===== src/rtl/extern_resp_pkg.sv =====
// extern_resp_pkg: shared widths, pipeline stage type and the call's arithmetic.
package extern_resp_pkg;
  localparam int RES_W = 8;
  localparam int ARG_W = 16;
  typedef struct packed {
    logic             valid;
    logic [RES_W-1:0] data;
  } stage_t;
  function automatic logic [RES_W-1:0] call_sum(input logic [ARG_W-1:0] a, input logic sat);
    logic [RES_W:0] s;
    s = {1'b0, a[ARG_W-1:RES_W]} + {1'b0, a[RES_W-1:0]};
    return (sat && s[RES_W]) ? {RES_W{1'b1}} : s[RES_W-1:0];
  endfunction
endpackage


===== src/rtl/extern_resp_fifo.sv =====
// extern_resp_fifo: result FIFO whose head entry is held in its own register.
module extern_resp_fifo
  import extern_resp_pkg::*;
#(
  parameter int DEPTH = 4
) (
  input  logic                   clk,
  input  logic                   rst,
  input  logic                   push_i,
  input  logic                   pop_i,
  input  logic [RES_W-1:0]       data_i,
  output logic [RES_W-1:0]       head_o,
  output logic [$clog2(DEPTH):0] count_o
);
  localparam int AW = $clog2(DEPTH);
  logic [RES_W-1:0] mem_q [DEPTH];
  logic [RES_W-1:0] head_q, head_d;
  logic [AW:0]      wr_q, rd_q, wr_d, rd_d, cnt_d;
  logic [AW-1:0]    rd_nxt;
  logic             pop;
  assign count_o = wr_q - rd_q;
  assign pop     = pop_i && (count_o != '0);
  assign wr_d    = wr_q + (AW+1)'(push_i);
  assign rd_d    = rd_q + (AW+1)'(pop);
  assign cnt_d   = wr_d - rd_d;
  assign rd_nxt  = rd_q[AW-1:0] + AW'(1);
  // The head register takes the incoming word whenever it becomes the oldest entry.
  always_comb head_d = (cnt_d == '0) ? '0
                     : (count_o == '0 || (pop && count_o == (AW+1)'(1))) ? data_i
                     : pop ? mem_q[rd_nxt] : head_q;
  always_ff @(posedge clk) if (push_i) mem_q[wr_q[AW-1:0]] <= data_i;
  always_ff @(posedge clk or negedge rst) begin
    if (!rst) begin
      wr_q   <= '0;
      rd_q   <= '0;
      head_q <= '0;
    end else begin
      wr_q   <= wr_d;
      rd_q   <= rd_d;
      head_q <= head_d;
    end
  end
  assign head_o = head_q;
endmodule


===== src/rtl/extern_resp_unit.sv =====
// extern_resp_unit: callee for an extern call, fixed-latency sum pipeline with
// credit-protected result FIFO.
module extern_resp_unit
  import extern_resp_pkg::*;
#(
  parameter int LATENCY = 2,
  parameter int DEPTH   = 4,
  parameter int SAT     = 0
) (
  input  logic             clk,
  input  logic             rst,
  input  logic             req_valid,
  output logic             req_ready,
  input  logic [ARG_W-1:0] x,
  output logic             resp_valid,
  input  logic             resp_ready,
  output logic [RES_W-1:0] out,
  output logic             busy
);
  localparam int AW = $clog2(DEPTH);
  stage_t [LATENCY-1:0] st_q, st_d;
  logic [AW:0]          occ_q, occ_d, fifo_cnt;
  logic                 en_q, acc, pop;
  // Credits cover pipeline plus FIFO, so a full FIFO can never be overrun.
  assign req_ready  = en_q && (occ_q < (AW+1)'(DEPTH));
  assign acc        = req_valid && req_ready;
  assign resp_valid = fifo_cnt != '0;
  assign pop        = resp_valid && resp_ready;
  assign busy       = occ_q != '0;
  assign occ_d      = occ_q + (AW+1)'(acc) - (AW+1)'(pop);
  always_comb begin
    st_d[0] = '{valid: acc, data: acc ? call_sum(x, SAT != 0) : '0};
    for (int i = 1; i < LATENCY; i++) st_d[i] = st_q[i-1];
  end
  always_ff @(posedge clk or negedge rst) begin
    if (!rst) begin
      st_q  <= '0;
      occ_q <= '0;
      en_q  <= 1'b0;
    end else begin
      st_q  <= st_d;
      occ_q <= occ_d;
      en_q  <= 1'b1;
    end
  end
  extern_resp_fifo #(.DEPTH(DEPTH)) u_fifo (
    .clk    (clk),
    .rst    (rst),
    .push_i (st_q[LATENCY-1].valid),
    .pop_i  (resp_ready),
    .data_i (st_q[LATENCY-1].data),
    .head_o (out),
    .count_o(fifo_cnt)
  );
endmodule


===== config.mk =====
export PLATFORM = sky130hd
export DESIGN_NAME = extern_resp_unit
export DESIGN_NICKNAME = d
export VERILOG_FILES = /design/src/rtl/extern_resp_pkg.sv /design/src/rtl/extern_resp_fifo.sv /design/src/rtl/extern_resp_unit.sv
export SDC_FILE = /design/constraint.sdc
export NUM_CORES = 1
export LEC_CHECK = 0
export BUFFER_PORTS_ARGS = -buffer_cell sky130_fd_sc_hd__buf_2
export CAP_MARGIN = 20
export CORE_UTILIZATION = 58
export CTS_CLUSTER_DIAMETER = 80
export DETAILED_ROUTE_END_ITERATION = 8
export GPL_ROUTABILITY_DRIVEN = 0
export GPL_TIMING_DRIVEN = 0
export PLACE_DENSITY = 0.83
export SLEW_MARGIN = 0
export SYNTH_ARGS = -nofsm -noshare
export SYNTH_HDL_FRONTEND = slang
export SYNTH_HIERARCHICAL = 1
export SYNTH_SLANG_ARGS = --single-unit

===== constraint.sdc =====
create_clock -name clk -period 3.95 [get_ports clk]
set_input_delay 0.79 -clock clk [delete_from_list [all_inputs] [get_ports clk]]
set_output_delay 0.79 -clock clk [all_outputs]
set_load 0.02 [all_outputs]

==> results.toml, run 1 <==
[cts]
cts_hold_buf = 0
cts.clk_slew.worst_paths_ns = 0.07
insertion_delay_ns = 0.33
clock-sinks = 68
cts_tree = "built"
cts_root_buf = "clkbuf_8"
htreeDepth = 3
cts_buffers = 9
clk_path_buf_depth = 2
cts_setup_buffers = 0
cts_resized = 0

[placed_design]
place_ws_ns = 0.150
post_dp_cell_area_um2 = 3230
hpwlAfterDp_um = 3620
portBuffers = 30

[pwr]
power.total_mw = 1.42
p_leak_nw = 1.64
max-vdd-ir-drop_v = 0.000242
p_per_area_nw_per_um2 = 409
p_clk_share_pct = 44.0
intPower_mw = 1.13
p_switching_mw = 0.284
combPwrFrac_pct = 4.0
swShare_pct = 20.0
power_frac_seq_pct = 52.0

[sta]
fmaxAchievable_mhz = 272
rsz0062_at_grt = "false"
finalCritPeriodShare_pct = 93.2
maxSlewViolCount = 0
setup_viol = 0
fin_tns_setup_ns = 0
fin_crit_ns = 3.68
fin_ws_ns = 0.269
tightest_slew_ns = 0.802
clock_skew_ns = 0.00783
final-hold-violation-count = 0
relSlewSlack_pct = 46.6
whs_ns = 0.349

[critical_path]
max_stage_delay_ns = 0.52
critPathBufInv = 3
crit_path_end_kind = "register"
worstPathMaxFanout = 8
start_kind = "register"
crit_path_frequent_cell = "ha_1"
crit_family = "adder cells"
critPathRequiredTime_ns = 4.22
rr_startpoint = "u_fifo/wr_q[0]$_DFF_PN0_"
crit_slowest_cell = "mux2i_2"
reg2reg_to = "u_fifo/head_o[7]$_DFFE_PN0P_"
crit_chain = "inv_1 > ha_1 > fa_1 > xnor3_1 > inv_1 > o31a_1 > ha_1 > ha_1 > inv_1 > ha_1 > nor2b_1 > xnor2_1 > mux2i_2 > o211a_1"
rrSetupSlack_ns = 0.27
arrival_ns = 3.95
rr_worst_depth = 14
worstSetupPathType = "reg -> reg"

[final_layout]
area_growth_pct = 15.4
drive_gt1_share_pct = 24.5
diodes = 0
register_area_um2 = 1860
multi_input_area_um2 = 1070
design_area_um2 = 3460
n_fill_cell = 308
nets = 275

[yosys]
synthFlopType = "dfrtp_1"
synth_area_um2 = 3000
async_reset_ff_share_pct = 52.9
yosys.cell_types.count = 38
avgSynthCellArea_um2 = 15.4
synth_most_common_cell = "dfrtp_1"
yosys_warnings = 6
yosysTopAreaCell = "edfxtp_1"
synth-seq-area-share_pct = 62.1
yosysTopAreaCellShare_pct = 32.0
syn_nets = 234
syn_inst = 195
synth.area.top_cells = "edfxtp_1, dfrtp_1, ha_1"
synth_edf_count = 32
synth_seq_cells = 68
netlist_top_cells_count = "dfrtp_1, edfxtp_1, ha_1, inv_1, o211a_1"

[die]
rows = 25
initial_core_util_pct = 61.9
die-height_um = 73.9
die_area_um2 = 5460
die_w_um = 73.9
num_io_pins = 31
core_um2 = 4850

[grt]
grt_max_degree = 37
grt_pass1_wl_um = 8410
grt_pass1_vias = 1769
globalRouteTotalUtil_pct = 22.2
antenna_found_initial = 0
grt_overflow = 0

[drt]
first_pass_iters = 4
wirelength_um = 5180
drc = 0
vias_per_cell = 5.54
drt_first_iter_violations = 131
wire_per_inst_um = 16.8
ant_nets = 0
vias = 1707

[worst_hold_path]
min_from = "st_d[9]$_DFF_PN0_"
hold-path-endpoint = "st_q[9]$_DFF_PN0_"
hold_depth = 0
hold_path_class = "reg -> reg"

[run_status]
outcome = "finished, final reports clean"

[job]
max_cap_viol_count = 0
per-layer routing:
| layer | part of all wire [%] | GRT usage [%] | vias up |
|---|---|---|---|
| met5 | 0 | 0 | - |
| met4 | 1.7 | 10.5 | 0 |
| met3 | 4.5 | 7.41 | 10 |
| met2 | 52 | 37.1 | 64 |
| met1 | 42 | 25.9 | 837 |
| li1 | - | - | 796 |
final cells by class:
| type | count | area share [%] |
|---|---|---|
| Buffer | 4 | 0.723 |
| Clock buffer | 10 | 3.98 |
| Clock inverter | 6 | 2.49 |
| Inverter | 11 | 1.19 |
| Multi-Input combinational cell | 112 | 31.1 |
| Sequential cell | 68 | 53.8 |
| Tap cell | 67 | 2.42 |
| Timing Repair Buffer | 30 | 4.34 |
worst reg2reg max path, stage by stage, from the launching register on:
cell and delay (ns):
dfrtp_1 0.36, inv_1 0.08, ha_1 0.21, fa_1 0.39
xnor3_1 0.46, inv_1 0.08, o31a_1 0.24, ha_1 0.18
ha_1 0.29, inv_1 0.05, ha_1 0.18, nor2b_1 0.16
xnor2_1 0.18, mux2i_2 0.52, o211a_1 0.24
per-stage QoR:
step                instances  util [%]
floorplan                 195         -
global placement          292      66.7
detailed placement        292      66.7
CTS                       308      71.3
global route              308      71.4
finish                    308      71.4
state kept, by name, summed over array words and instances, names as in the netlist:
name	count
u_fifo/head_o	8
st_q	9
occ_q	3
u_fifo/wr_q	3
st_d	9
en_q	1
u_fifo/rd_q	3
u_fifo/mem_q	32
placed cells by master, fill, tap and decap left out, drive strengths merged, types with 5 or more instances in the layout:
cell type  count
dfrtp         36
buf           33
edfxtp        32
ha            16
inv           12
clkbuf        11
o211a          9
mux4           8
mux2           8
nor2           7
a21o           5
nand2b         5
kinds of logic after synthesis:
kind of cell             share of synthesized area, %
XOR/XNOR                                         3.09
AND/OR/NAND/NOR                                  7.59
flip-flops                                       62.1
other                                           0.125
multiplexers                                     9.35
adder cells (fa/ha/maj)                          8.68
AO/OA/AOI/OAI                                    6.88
buffers and inverters                            2.21
power groups by stage:
stage                     combinational, mW  sequential (mW)  clock [mW]
after global placement               0.0548            0.751           0
final                                0.0564            0.737       0.623
after detailed placement             0.0569            0.751           0
after floorplan                      0.0321            0.751           0
after CTS                            0.0572            0.737       0.638
after global routing                 0.0650            0.736       0.669
worst max path at each step:
stage                                   startpoint                      endpoint  cells after the start  slack [ns]
after detailed placement  u_fifo/wr_q[0]$_DFF_PN0_  u_fifo/head_o[7]$_DFFE_PN0P_                     14        0.15
after global placement    u_fifo/wr_q[0]$_DFF_PN0_  u_fifo/head_o[7]$_DFFE_PN0P_                     14        0.23
after floorplan           u_fifo/wr_q[0]$_DFF_PN0_  u_fifo/head_o[1]$_DFFE_PN0P_                     14        0.69
after global routing      u_fifo/wr_q[0]$_DFF_PN0_  u_fifo/head_o[4]$_DFFE_PN0P_                     14        0.17
final                     u_fifo/wr_q[0]$_DFF_PN0_  u_fifo/head_o[7]$_DFFE_PN0P_                     14        0.27
after CTS                 u_fifo/wr_q[0]$_DFF_PN0_  u_fifo/head_o[4]$_DFFE_PN0P_                     14        0.12
Power figures use the tool's default switching activity.
==> run 2, diff against run 1 <==
--- a/config.mk
+++ b/config.mk
@@ -5,9 +5,10 @@
 export SDC_FILE = /design/constraint.sdc
 export NUM_CORES = 1
 export LEC_CHECK = 0
+export ABC_AREA = 1
 export BUFFER_PORTS_ARGS = -buffer_cell sky130_fd_sc_hd__buf_2
 export CAP_MARGIN = 20
-export CORE_UTILIZATION = 58
+export CORE_UTILIZATION = 59
 export CTS_CLUSTER_DIAMETER = 80
 export DETAILED_ROUTE_END_ITERATION = 8
 export GPL_ROUTABILITY_DRIVEN = 0
==> run 2 against run 1 <==
Against the previous run: power down 0.35%; non-clock buffer count is 4 higher; hold slack improved by 0.0012 ns; clock skew up 0.0018 ns; first-iteration DRC count stayed put; maximum frequency up 0.80%; largest cell class unchanged.
==> results.toml, run 2 <==
[sta]
tightest_slew_ns = 1.02
fmaxAchievable_mhz = 274
rsz0062_at_grt = "false"
clock_skew_ns = 0.00968
fin_ws_ns = 0.298
finalCritPeriodShare_pct = 92.5
setup_viol = 0
relSlewSlack_pct = 31.4
fin_crit_ns = 3.65
final-hold-violation-count = 0
maxSlewViolCount = 0
fin_tns_setup_ns = 0

[grt]
grt_overflow = 0
grt_max_degree = 37
antenna_found_initial = 0
grt_pass1_wl_um = 10400
grt_pass1_vias = 2343
globalRouteTotalUtil_pct = 23.6

[yosys]
yosysTopAreaCell = "edfxtp_1"
synth_most_common_cell = "nand2_1"
avgSynthCellArea_um2 = 9.55
synth_area_um2 = 3370
synthFlopType = "dfrtp_1"
syn_inst = 353
synth.area.top_cells = "edfxtp_1, dfrtp_1, nand2_1"
yosys.cell_types.count = 30
netlist_top_cells_count = "nand2_1, inv_1, nor2_1, dfrtp_1, edfxtp_1"
synth-seq-area-share_pct = 55.2
syn_nets = 392
async_reset_ff_share_pct = 52.9
yosys_warnings = 6
synth_edf_count = 32
synth_seq_cells = 68
yosysTopAreaCellShare_pct = 28.5

[final_layout]
final_cells = 474
final_common_cell = "nand2_1"
nets = 436
final_core_util_pct = 69.9
largest_register_ffs = 32
final_cell_mix = "nand2_1, inv_1, nor2_1, dfrtp_1, edfxtp_1"
design_area_um2 = 3850
drive_gt1_share_pct = 18.7
area_growth_pct = 14.2
diodes = 0

[worst_hold_path]
hold_path_class = "reg -> reg"
min_from = "st_d[11]$_DFF_PN0_"

[pwr]
p_leak_nw = 1.97
p_per_area_nw_per_um2 = 367
max-vdd-ir-drop_v = 0.000268

[die]
die-height_um = 77.6
core_um2 = 5510
rows = 27
die_area_um2 = 6020
initial_core_util_pct = 61.2
num_io_pins = 31
die_w_um = 77.6

[critical_path]
worstSetupPathType = "reg -> reg"
start_kind = "register"
crit_family = "adder cells"
rr_startpoint = "u_fifo/wr_q[0]$_DFF_PN0_"
crit_slowest_cell = "fa_1"
crit_path_end_kind = "register"
worstSetupStartpoint = "u_fifo/wr_q[0]$_DFF_PN0_"
crit_chain = "inv_1 > ha_1 > fa_1 > inv_1 > nand3_1 > nand2_4 > buf_8 > inv_1 > or3_1 > and2_1 > ha_1 > inv_1 > ha_1 > fa_1 > xnor2_1 > xor2_1"
max_stage_delay_ns = 0.44
critPathRequiredTime_ns = 4.21
worstPathMaxFanout = 10
arrival_ns = 3.91
critPathBufInv = 5
crit_path_frequent_cell = "inv_1"

[cts]
cts_setup_buffers = 0
htreeDepth = 3
cts_hold_buf = 0
clk_path_buf_depth = 2
clock-sinks = 68
cts_buffers = 9
cts_root_buf = "clkbuf_8"
cts_tree = "built"
cts_resized = 0
insertion_delay_ns = 0.35
cts.clk_slew.worst_paths_ns = 0.07

[placed_design]
dp_cells = 455
portBuffers = 30
place_ws_ns = 0.354
hpwlAfterDp_um = 4530
post_dp_cell_area_um2 = 3610

[drt]
drt_first_iter_violations = 131
wire_per_inst_um = 12.9
first_pass_iters = 4
ant_nets = 0
wirelength_um = 6110
vias_per_cell = 4.96
vias = 2351
drc = 0

[job]
max_cap_viol_count = 0

[run_status]
outcome = "finished, final reports clean"
-- run 2: layout make-up --
| type | count | area, µm² |
|---|---|---|
| buffer | 5 | 48.8 |
| clock buffer | 10 | 128 |
| clock inverter | 6 | 87.6 |
| fill | 387 | 1660 |
| inverter | 50 | 188 |
| multi-input combinational | 230 | 1270 |
| sequential | 68 | 1860 |
| tap | 72 | 90.1 |
| timing repair buffer | 33 | 173 |
-- run 2: report_power, final --
group	internal (mW)	switching, mW	total [mW]
Sequential	0.736	0.000118	0.736
Clock	0.356	0.260	0.616
Combinational	0.0233	0.0354	0.0587
-- run 2: path summary, 6_finish.rpt --
| check | end | slack [ns] | depth (start not counted) |
|---|---|---|---|
| setup / recovery | occ_q[2]$_DFF_PN0_ | 0.30 | 16 |
| hold / removal | st_q[11]$_DFF_PN0_ | 0.35 | 0 |
| hold reg to reg | st_q[11]$_DFF_PN0_ | 0.35 | 0 |
| setup reg to reg | occ_q[2]$_DFF_PN0_ | 0.30 | 16 |
| min in group asynchronous | st_d[16]$_DFF_PN0_ | 0.51 | 1 |
| max in group asynchronous | u_fifo/wr_q[0]$_DFF_PN0_ | 2.97 | 1 |
-- run 2: logic make-up (layout without fill, tap and decap cells) --
family / count (synthesis) / after routing / synth area share [%]
AND/OR/NAND/NOR: 180 / 180 / 23.9
flip-flops: 68 / 68 / 55.2
buffers and inverters: 55 / 104 / 7.02
AO/OA/AOI/OAI: 26 / 26 / 4.97
adder cells (fa/ha/maj): 19 / 19 / 7.72
XOR/XNOR: 4 / 4 / 1.04
other: 1 / 1 / 0.111
-- run 2: worst reg2reg max path, delay by kind of cell, from the launching register on --
kind,cells,cell delay (ns)
adders and majority gates,5,1.55
xor gates and xnor gates,2,0.40
DFF,1,0.40
buffers and inverters,5,0.44
and+or+nand+nor,4,0.79
-- run 2: routing by layer --
| metal | wire (µm) | GRT usage, % |
|---|---|---|
| met1 | 2580 | 26.9 |
| met2 | 3140 | 40.7 |
| met3 | 253 | 5.41 |
| met4 | 135 | 13.8 |
| met5 | 0 | 0 |
-- run 2: stage by stage --
| stage | power, mW | hold WS, ns |
|---|---|---|
| 2_1_floorplan | 0.785 | 0.331 |
| 3_3_place_gp | 0.807 | 0.332 |
| 3_5_place_dp | 0.810 | 0.335 |
| 4_1_cts | 1.42 | 0.350 |
| 5_1_grt | 1.46 | 0.357 |
| 6_report | 1.41 | 0.350 |
==> run 3, diff against run 2 <==
--- a/config.mk
+++ b/config.mk
@@ -8,14 +8,14 @@
 export ABC_AREA = 1
 export BUFFER_PORTS_ARGS = -buffer_cell sky130_fd_sc_hd__buf_2
 export CAP_MARGIN = 20
-export CORE_UTILIZATION = 59
-export CTS_CLUSTER_DIAMETER = 80
+export CORE_UTILIZATION = 58
+export CTS_CLUSTER_DIAMETER = 50
+export CTS_CLUSTER_SIZE = 20
 export DETAILED_ROUTE_END_ITERATION = 8
 export GPL_ROUTABILITY_DRIVEN = 0
 export GPL_TIMING_DRIVEN = 0
-export PLACE_DENSITY = 0.83
+export PLACE_DENSITY = 0.82
 export SLEW_MARGIN = 0
 export SYNTH_ARGS = -nofsm -noshare
 export SYNTH_HDL_FRONTEND = slang
-export SYNTH_HIERARCHICAL = 1
 export SYNTH_SLANG_ARGS = --single-unit
==> run 3 against run 2 <==
Against the previous run: synthesized cell count down 16%; non-clock buffer count up 2; setup slack better by 0.042 ns; sequential power about the same; critical path depth up 4; maximum frequency up 1.2%; count of clock-buffer cells in the layout up 1; clock skew down 0.0019 ns; cell count down 12%; flip-flop and latch count unchanged.
==> results.toml, run 3 <==
[die]
num_io_pins = 31
core_um2 = 5170
rows = 26
die_area_um2 = 5770
die-height_um = 75.9
die_w_um = 75.9
initial_core_util_pct = 61.3

[sta]
fin_tns_setup_ns = 0
relSlewSlack_pct = 47.6
tightest_slew_ns = 0.779
maxSlewViolCount = 0
setup_viol = 0
fin_crit_ns = 3.61
fin_ws_ns = 0.340
rsz0062_at_grt = "false"
fmaxAchievable_mhz = 277
clock_skew_ns = 0.00781
finalCritPeriodShare_pct = 91.4
final-hold-violation-count = 0

[cts]
cts_setup_buffers = 0
insertion_delay_ns = 0.34
clock-sinks = 68
cts_resized = 0
cts.clk_slew.worst_paths_ns = 0.07
cts_buffers = 9
cts_hold_buf = 0
clk_path_buf_depth = 2
cts_root_buf = "clkbuf_8"
cts_tree = "built"
htreeDepth = 3

[drt]
vias = 2164
drc = 0
wire_per_inst_um = 14.3
vias_per_cell = 5.20
ant_nets = 0
wirelength_um = 5950
drt_first_iter_violations = 112
first_pass_iters = 4

[placed_design]
portBuffers = 30
hpwlAfterDp_um = 4330
dp_cells = 400
place_ws_ns = 0.324

[pwr]
power_frac_seq_pct = 52.4
combPwrFrac_pct = 3.7
p_switching_mw = 0.280
max-vdd-ir-drop_v = 0.000257
p_clk_share_pct = 43.9
swShare_pct = 19.9
p_per_area_nw_per_um2 = 385
p_leak_nw = 1.72
intPower_mw = 1.13

[critical_path]
reg2reg_to = "u_fifo.head_o[5]$_DFFE_PN0P_"
rr_worst_depth = 20
critPathBufInv = 7
crit_path_frequent_cell = "inv_1"
crit_path_end_kind = "register"
crit_slowest_cell = "fa_1"
arrival_ns = 3.84
critPathRequiredTime_ns = 4.18
crit_chain = "inv_1 > ha_1 > fa_1 > buf_2 > nand2_1 > inv_1 > nand2_8 > nand2_1 > inv_1 > ha_1 > ha_1 > inv_1 > ha_1 > a21oi_1 > inv_1 > nand2_2 > nand3_4 > buf_6 > nand4_1 > nand2_1"
rrSetupSlack_ns = 0.34
crit_family = "adder cells"
worstPathMaxFanout = 10
rr_startpoint = "u_fifo.wr_q[0]$_DFF_PN0_"
start_kind = "register"
max_stage_delay_ns = 0.48
worstSetupPathType = "reg -> reg"

[final_layout]
final_cell_mix = "nand2_1, dfrtp_1, buf_2, edfxtp_1, inv_1"
area_growth_pct = 15.2
final_core_util_pct = 70.6
n_fill_cell = 358
drive_gt1_share_pct = 21.7
multi_input_area_um2 = 1130
register_area_um2 = 1860
diodes = 0
nets = 380
largest_register_ffs = 32
final_cells = 416
final_common_cell = "nand2_1"

[yosys]
syn_inst = 296
yosys.cell_types.count = 29
avgSynthCellArea_um2 = 10.7
synth_seq_cells = 68
synth.area.top_cells = "edfxtp_1, dfrtp_1, nand2_1"
yosysTopAreaCell = "edfxtp_1"
netlist_top_cells_count = "nand2_1, dfrtp_1, edfxtp_1, inv_1, nor2_1"
synthFlopType = "dfrtp_1"
synth_most_common_cell = "nand2_1"
yosysTopAreaCellShare_pct = 30.3
synth_edf_count = 32
syn_nets = 335
yosys_warnings = 0
synth-seq-area-share_pct = 58.7
async_reset_ff_share_pct = 52.9
synth_area_um2 = 3170

[grt]
grt_overflow = 0
grt_pass1_wl_um = 9760
antenna_found_initial = 0
grt_pass1_vias = 2101
globalRouteTotalUtil_pct = 22.8
grt_max_degree = 37

[worst_hold_path]
min_from = "st_d[12]$_DFF_PN0_"
hold-path-endpoint = "st_q[12]$_DFF_PN0_"
hold_path_class = "reg -> reg"
hold_depth = 0

[run_status]
outcome = "finished, final reports clean"

[job]
max_cap_viol_count = 0
## run 3: cell count changes in the layout (fill, tap and decap cells not counted), sizes merged, moves of 2 or more
cell	before	now
a21oi	17	10
a21o	0	2
nor2	40	28
nand3b	9	0
o22ai	0	7
buf	35	40
clkbuf	13	11
nand4	0	17
nand2	102	71
o21ai	9	6
and2	2	0
nand3	21	16
inv	51	34
## run 3: layout make-up
class                      count  area share (%)
clock buffer                  11            3.87
sequential                    68            51.0
buffer                         6            1.34
inverter                      34            3.63
multi-input combinational    188            30.9
timing repair buffer          34            4.86
tap                           70            2.40
clock inverter                 5            2.06
## run 3: routing by layer
metal	share of wire [%]	global-route usage, %
met5	0	0
met4	1.6	9.23
met3	4.5	6.02
met2	54	40.2
met1	40	26.3
## run 3: metrics by stage
stage               instance area [µm²]  power (mW)  hold slack [ns]
global placement                   3410       0.802            0.333
finish                             3650        1.41            0.342
global route                       3650        1.46            0.358
CTS                                3650        1.41            0.347
detailed placement                 3440       0.803            0.337
floorplan                          3170       0.781            0.331
## run 3: power groups by stage
stage	registers, mW	logic (mW)	clock network [mW]
global placement	0.751	0.0510	0
CTS	0.737	0.0528	0.625
detailed placement	0.751	0.0524	0
floorplan	0.751	0.0295	0
global route	0.736	0.0614	0.660
finish	0.737	0.0523	0.618
## run 3: worst max path at each step
stage / startpoint / to / slack, ns / cells after the start
detailed placement: u_fifo.wr_q[0]$_DFF_PN0_ / u_fifo.head_o[5]$_DFFE_PN0P_ / 0.32 / 20
global placement: u_fifo.wr_q[0]$_DFF_PN0_ / u_fifo.head_o[0]$_DFFE_PN0P_ / 0.47 / 20
floorplan: u_fifo.wr_q[0]$_DFF_PN0_ / u_fifo.head_o[4]$_DFFE_PN0P_ / 0.70 / 20
finish: u_fifo.wr_q[0]$_DFF_PN0_ / u_fifo.head_o[5]$_DFFE_PN0P_ / 0.34 / 20
global route: u_fifo.wr_q[0]$_DFF_PN0_ / u_fifo.head_o[0]$_DFFE_PN0P_ / 0.06 / 20
CTS: u_fifo.wr_q[0]$_DFF_PN0_ / u_fifo.head_o[5]$_DFFE_PN0P_ / 0.31 / 20
## run 3: cells by family after synthesis
| kind of cell | Yosys count | synth area share, % |
|---|---|---|
| buf+inv | 40 | 5.72 |
| fa+ha+maj | 19 | 8.21 |
| other cells | 1 | 0.118 |
| flops | 68 | 58.7 |
| xor+xnor | 4 | 1.11 |
| compound gates | 26 | 4.58 |
| simple gates | 138 | 21.5 |
